## src/rtl/alu_frame_sequencer.sv

```systemverilog
// Sequences UART command frames (header, A, opcode, B) into the ALU and hands the result to the UART transmitter.
// Registered outputs; includes header sync, inter-byte timeout, overrun detection and frame/error counters.
module alu_frame_sequencer #(
  parameter int WIDTH_WORD_INTERFACE  = 8,
  parameter int CANT_DATOS_ENTRADA_ALU = 8,
  parameter int CANT_BITS_OPCODE_ALU  = 8,
  parameter int CANT_DATOS_SALIDA_ALU = 8,
  parameter logic [WIDTH_WORD_INTERFACE-1:0] HEADER_BYTE = 8'hA5,
  parameter int LATENCIA_ALU          = 1,
  parameter int TIMEOUT_CICLOS        = 50000
) (
  input  logic                              i_clock,
  input  logic                              i_reset,
  input  logic [WIDTH_WORD_INTERFACE-1:0]   i_data_rx,
  input  logic                              i_rx_done,
  input  logic                              i_tx_done,
  input  logic [CANT_DATOS_SALIDA_ALU-1:0]  i_resultado_alu,
  output logic [CANT_DATOS_ENTRADA_ALU-1:0] o_reg_dato_A,
  output logic [CANT_DATOS_ENTRADA_ALU-1:0] o_reg_dato_B,
  output logic [CANT_BITS_OPCODE_ALU-1:0]   o_reg_opcode,
  output logic [WIDTH_WORD_INTERFACE-1:0]   o_data_tx,
  output logic                              o_tx_start,
  output logic                              o_busy,
  output logic                              o_timeout,
  output logic                              o_overrun,
  output logic [7:0]                        o_frame_count,
  output logic [7:0]                        o_error_count
);

  localparam int TO_W  = (TIMEOUT_CICLOS > 2) ? $clog2(TIMEOUT_CICLOS) : 1;
  localparam int LAT_W = (LATENCIA_ALU > 1) ? $clog2(LATENCIA_ALU) : 1;

  typedef enum logic [2:0] {
    ESPERA,
    OPERANDO1,
    OPERACION,
    OPERANDO2,
    EJECUTAR,
    TRANSMITIR
  } state_t;

  state_t                            state_q, state_d;
  logic [TO_W-1:0]                   to_cnt_q, to_cnt_d;
  logic [LAT_W-1:0]                  lat_cnt_q, lat_cnt_d;
  logic [CANT_DATOS_ENTRADA_ALU-1:0] dato_a_q, dato_a_d;
  logic [CANT_DATOS_ENTRADA_ALU-1:0] dato_b_q, dato_b_d;
  logic [CANT_BITS_OPCODE_ALU-1:0]   opcode_q, opcode_d;
  logic [WIDTH_WORD_INTERFACE-1:0]   data_tx_q, data_tx_d;
  logic                              tx_start_q, tx_start_d;
  logic                              busy_q, busy_d;
  logic                              timeout_q, timeout_d;
  logic                              overrun_q, overrun_d;
  logic [7:0]                        frame_cnt_q, frame_cnt_d;
  logic [7:0]                        err_cnt_q, err_cnt_d;
  logic                              err_inc;

  always_comb begin
    state_d     = state_q;
    to_cnt_d    = to_cnt_q;
    lat_cnt_d   = lat_cnt_q;
    dato_a_d    = dato_a_q;
    dato_b_d    = dato_b_q;
    opcode_d    = opcode_q;
    data_tx_d   = data_tx_q;
    tx_start_d  = 1'b0;
    timeout_d   = 1'b0;
    overrun_d   = 1'b0;
    frame_cnt_d = frame_cnt_q;
    err_inc     = 1'b0;

    case (state_q)
      ESPERA: begin
        if (i_rx_done && (i_data_rx == HEADER_BYTE)) begin
          state_d  = OPERANDO1;
          to_cnt_d = '0;
        end
      end
      OPERANDO1, OPERACION, OPERANDO2: begin
        // A byte arriving on the expiry cycle is accepted; it beats the timeout.
        if (i_rx_done) begin
          to_cnt_d = '0;
          if (state_q == OPERANDO1) begin
            dato_a_d = i_data_rx[CANT_DATOS_ENTRADA_ALU-1:0];
            state_d  = OPERACION;
          end else if (state_q == OPERACION) begin
            opcode_d = i_data_rx[CANT_BITS_OPCODE_ALU-1:0];
            state_d  = OPERANDO2;
          end else begin
            dato_b_d  = i_data_rx[CANT_DATOS_ENTRADA_ALU-1:0];
            lat_cnt_d = '0;
            state_d   = EJECUTAR;
          end
        end else if (to_cnt_q == TO_W'(TIMEOUT_CICLOS - 2)) begin
          timeout_d = 1'b1;
          err_inc   = 1'b1;
          to_cnt_d  = '0;
          state_d   = ESPERA;
        end else begin
          to_cnt_d = to_cnt_q + TO_W'(1);
        end
      end
      EJECUTAR: begin
        if (i_rx_done) begin
          overrun_d = 1'b1;
          err_inc   = 1'b1;
        end
        if (lat_cnt_q == LAT_W'(LATENCIA_ALU - 1)) begin
          data_tx_d  = WIDTH_WORD_INTERFACE'(i_resultado_alu);
          tx_start_d = 1'b1;
          state_d    = TRANSMITIR;
        end else begin
          lat_cnt_d = lat_cnt_q + LAT_W'(1);
        end
      end
      TRANSMITIR: begin
        if (i_rx_done) begin
          overrun_d = 1'b1;
          err_inc   = 1'b1;
        end
        if (i_tx_done) begin
          frame_cnt_d = frame_cnt_q + 8'd1;
          state_d     = ESPERA;
        end
      end
      default: state_d = ESPERA;
    endcase

    err_cnt_d = (err_inc && (err_cnt_q != 8'hFF)) ? err_cnt_q + 8'd1 : err_cnt_q;
    busy_d    = (state_d != ESPERA);
  end

  always_ff @(posedge i_clock) begin
    if (i_reset) begin
      state_q     <= ESPERA;
      to_cnt_q    <= '0;
      lat_cnt_q   <= '0;
      dato_a_q    <= '0;
      dato_b_q    <= '0;
      opcode_q    <= '0;
      data_tx_q   <= '0;
      tx_start_q  <= 1'b0;
      busy_q      <= 1'b0;
      timeout_q   <= 1'b0;
      overrun_q   <= 1'b0;
      frame_cnt_q <= '0;
      err_cnt_q   <= '0;
    end else begin
      state_q     <= state_d;
      to_cnt_q    <= to_cnt_d;
      lat_cnt_q   <= lat_cnt_d;
      dato_a_q    <= dato_a_d;
      dato_b_q    <= dato_b_d;
      opcode_q    <= opcode_d;
      data_tx_q   <= data_tx_d;
      tx_start_q  <= tx_start_d;
      busy_q      <= busy_d;
      timeout_q   <= timeout_d;
      overrun_q   <= overrun_d;
      frame_cnt_q <= frame_cnt_d;
      err_cnt_q   <= err_cnt_d;
    end
  end

  assign o_reg_dato_A  = dato_a_q;
  assign o_reg_dato_B  = dato_b_q;
  assign o_reg_opcode  = opcode_q;
  assign o_data_tx     = data_tx_q;
  assign o_tx_start    = tx_start_q;
  assign o_busy        = busy_q;
  assign o_timeout     = timeout_q;
  assign o_overrun     = overrun_q;
  assign o_frame_count = frame_cnt_q;
  assign o_error_count = err_cnt_q;

endmodule

```

## config.mk

```make
export PLATFORM = sky130hd
export DESIGN_NAME = alu_frame_sequencer
export DESIGN_NICKNAME = d
export VERILOG_FILES = /design/src/rtl/alu_frame_sequencer.sv
export SDC_FILE = /design/constraint.sdc
export NUM_CORES = 1
export LEC_CHECK = 0
export BUFFER_PORTS_ARGS = -buffer_cell sky130_fd_sc_hd__buf_2
export CORE_AREA = 2 2 78 80
export CTS_BUF_LIST = sky130_fd_sc_hd__clkbuf_4 sky130_fd_sc_hd__clkbuf_8 sky130_fd_sc_hd__clkbuf_16
export CTS_CLUSTER_SIZE = 28
export DETAILED_ROUTE_END_ITERATION = 8
export DIE_AREA = 0 0 80 82
export GPL_TIMING_DRIVEN = 0
export MAX_ROUTING_LAYER = met4
export PLACE_DENSITY = 0.82
export SLEW_MARGIN = 20
export SYNTH_ARGS = -nofsm -noshare
export SYNTH_HDL_FRONTEND = slang
export SYNTH_SLANG_ARGS = --single-unit
```

## constraint.sdc

```tcl
create_clock -name i_clock -period 3.55 [get_ports i_clock]
set_input_delay 0.355 -clock i_clock [delete_from_list [all_inputs] [get_ports i_clock]]
set_output_delay 0.355 -clock i_clock [all_outputs]
set_load 0.05 [all_outputs]
```

==> run metrics <==
status completed; global routing usage on met3 under 10%; Synth Warn # 0; Iter 0 DRT Violations 128; Post-synth top cells dfxtp_1 (71), nand2_1 (61), nor2_1 (40); worst setup path end to_cnt_q[7]$_SDFFE_PP0P_; largest net degree at the start of global routing 13; Post-Syn Instances 359; later-pin clock latency in the skew report 350 ps; Antenna diodes 0; post_cts resized 0; post-synthesis register bit count 71; area leader, netlist dfxtp_1; port buffer count 70; critical path startpoint state_q[2]$_SDFF_PP0_; post-route clock period utilization 66.7%; wire length per cell around 13 µm; sequential area share after synthesis 46.2%; r2r setup slk about 1200 ps; initial core utilization about 54%; Worst R2R Path Depth 7; fillers 517; largest cells by area after synthesis dfxtp_1 (46%), nand2_1 (7.4%), a21oi_1 (5.9%); Routed Antenna Nets 0; Max Root-Sink Buffers 2; die area 0.00656 mm²; worst-path fanout max 10; RSZ-0062 raised after global routing no; setup TNS 0 ps; met2 Use GR 36.7%; PD cells 380 mW/mm²; count leader, synth dfxtp_1; GR Layer Usage met1 26.2%; crit path DAT about 2600 ps; Least-Margin Pin Slew 732 ps; asr flop ratio synth 0%; Congestion Overflow GR 0; Slew Viols, Final 0; GP Congestion 0.923; synthesized area ~0.0031 mm²; DRC Markers 0; CTS buffer count 9; Tot Pwr 1.41 mW; Final Skew between 7 and 8 ps; type of the worst min-delay path input port to flip-flop; reg2reg start state_q[2]$_SDFF_PP0_; Worst Path Required around 3800 ps; Clock Sinks 71; endpoints failing hold 0; most used routing layer in global routing met2; DR vias/cell 5.41; crit path launch type flip-flop; crit end category flip-flop; Area Overhead vs Synth 20.1%; Peak supply drop ~0.00029 V; row cnt 28; reg-to-reg endpoint to_cnt_q[7]$_SDFFE_PP0P_; CTS clk-pin slew, worst paths about 70 ps; Ports 72; routed via count 2,812; worst setup path class flip-flop to flip-flop; die height 82 µm; post-CTS setup buffer count 0; Post-synth EDFFs 0; Post-DP HPWL 4.99 mm; Fmax 0.422 GHz; Setup Viol. Count Final 0; drt total wl 6.91 mm; die outline width 80 µm; mean area per synthesized cell 8.57 µm²; Pre-antenna DRT Iters 4; H-tree levels 3; Final Critical Period 2370 ps; Main synth FF type dfxtp_1; leak pwr ~1.5 nW; Max Cap Violations 0; GR Util All Layers between 20% and 30%; layout net count between 400 and 500; core area ~0.0057 mm²; area share of the largest cell type after synthesis approximately 46%; max_slew headroom 50.8%; multi-input logic area about 0.0015 mm²; net count after synthesis roughly 380; fin util between 60 and 70%; initial antenna violation count 0; vias in the first global route 2,506; Reg area ~0.0014 mm²; layout cells sized above 1 22.7%; global-route wire length before repair 11.1 mm; Hold Buf Count CTS 0; clk root buf clkbuf_8; post-synth cell types 50; TritonCTS clock tree yes
-- power breakdown --
| group | switching, mW | internal, mW | total (mW) |
|---|---|---|---|
| logic | 0.0267 | 0.0150 | 0.0417 |
| registers | 0.000138 | 0.796 | 0.796 |
| clock network | 0.299 | 0.268 | 0.567 |
| total | 0.326 | 1.08 | 1.41 |
-- cell usage in the layout (no fill, tap or decap), types with 2 or more instances in the layout --
| cell type | Yosys | layout |
|---|---|---|
| a21o_1 | 2 | 2 |
| a21oi_1 | 36 | 36 |
| a31oi_1 | 2 | 2 |
| and3_1 | 2 | 2 |
| buf_1 | 2 | 2 |
| buf_2 | 0 | 70 |
| clkbuf_1 | 13 | 13 |
| clkbuf_8 | 2 | 12 |
| clkinv_2 | 0 | 4 |
| dfxtp_1 | 71 | 71 |
| ha_1 | 4 | 4 |
| inv_1 | 7 | 7 |
| mux2i_1 | 10 | 10 |
| nand2_1 | 61 | 61 |
| nand3_1 | 9 | 9 |
| nand3b_1 | 8 | 8 |
| nand4_1 | 8 | 8 |
| nor2_1 | 40 | 40 |
| nor3_1 | 9 | 9 |
| nor3b_1 | 4 | 4 |
| nor4_1 | 5 | 5 |
| nor4b_1 | 3 | 3 |
| nor4bb_1 | 2 | 2 |
| o21ai_0 | 7 | 7 |
| o21ba_2 | 2 | 2 |
| or2_2 | 2 | 2 |
| or3_1 | 4 | 4 |
| or3_2 | 2 | 2 |
| or4_1 | 2 | 2 |
| xnor2_1 | 11 | 11 |
| xor2_1 | 8 | 8 |
-- layer usage --
| metal | vias up | wire length, µm |
|---|---|---|
| met5 | - | 0 |
| met4 | 0 | 85 |
| met3 | 10 | 407 |
| met2 | 79 | 3260 |
| met1 | 1313 | 3160 |
| li1 | 1410 | - |
-- how the worst min path moves through the flow --
stage	from	to	slack, ps	cells past startpoint
finish	i_resultado_alu[2]	o_data_tx[2]$_SDFFE_PP0N_	240	3
global route	i_resultado_alu[2]	o_data_tx[2]$_SDFFE_PP0N_	230	3
CTS	i_resultado_alu[2]	o_data_tx[2]$_SDFFE_PP0N_	230	3
detailed placement	o_data_tx[6]$_SDFFE_PP0N_	o_data_tx[6]$_SDFFE_PP0N_	440	2
global placement	o_data_tx[0]$_SDFFE_PP0N_	o_data_tx[0]$_SDFFE_PP0N_	440	2
floorplan	to_cnt_q[15]$_SDFFE_PP0P_	to_cnt_q[15]$_SDFFE_PP0P_	470	2
-- stage by stage --
step | worst slack (ps) | hold WS, ps | cells | instance area (µm²)
3_5_place_dp | 1100 | 443 | 504 | 3520
5_1_grt | 998 | 233 | 520 | 3690
3_3_place_gp | 1140 | 439 | 504 | 3520
4_1_cts | 1210 | 226 | 520 | 3690
6_report | 1180 | 240 | 520 | 3690
2_1_floorplan | 1490 | 471 | 359 | 3080
-- area by class of cell --
cell class / count / share of cell area (%)
Multi-Input combinational cell: 264 / 41.8
Timing Repair Buffer: 70 / 9.48
Sequential cell: 71 / 38.5
Tap cell: 75 / 2.54
Clock buffer: 10 / 3.73
Buffer: 17 / 2.27
Inverter: 7 / 0.711
Clock inverter: 6 / 0.982
-- worst max-delay path, stage by stage (launching register included) --
cell	delay [ps]
dfxtp_1	310
clkbuf_1	310
nor2b_1	90
clkbuf_1	160
a31oi_1	530
clkbuf_1	400
o21bai_1	320
nor2_1	180
-- kinds of logic (layout without fill, tap and decap cells) --
logic type | count (synthesis) | in the layout | synth area share [%]
AOI/OAI and AO/OA | 58 | 58 | 11.2
xor gates and xnor gates | 19 | 19 | 5.41
adders and majority gates | 4 | 4 | 1.63
buffers and inverters | 24 | 110 | 3.58
DFF | 71 | 71 | 46.2
muxes | 10 | 10 | 3.25
and+or+nand+nor | 173 | 173 | 28.8
-- flip-flops by register name (all words and copies together) (netlist names), 3 cells and up --
signal	cells
to_cnt_q	16
o_frame_count	8
o_reg_dato_A	8
state_q	3
o_reg_dato_B	8
o_data_tx	8
o_error_count	8
o_reg_opcode	8
(Power assumes the default switching activity.)
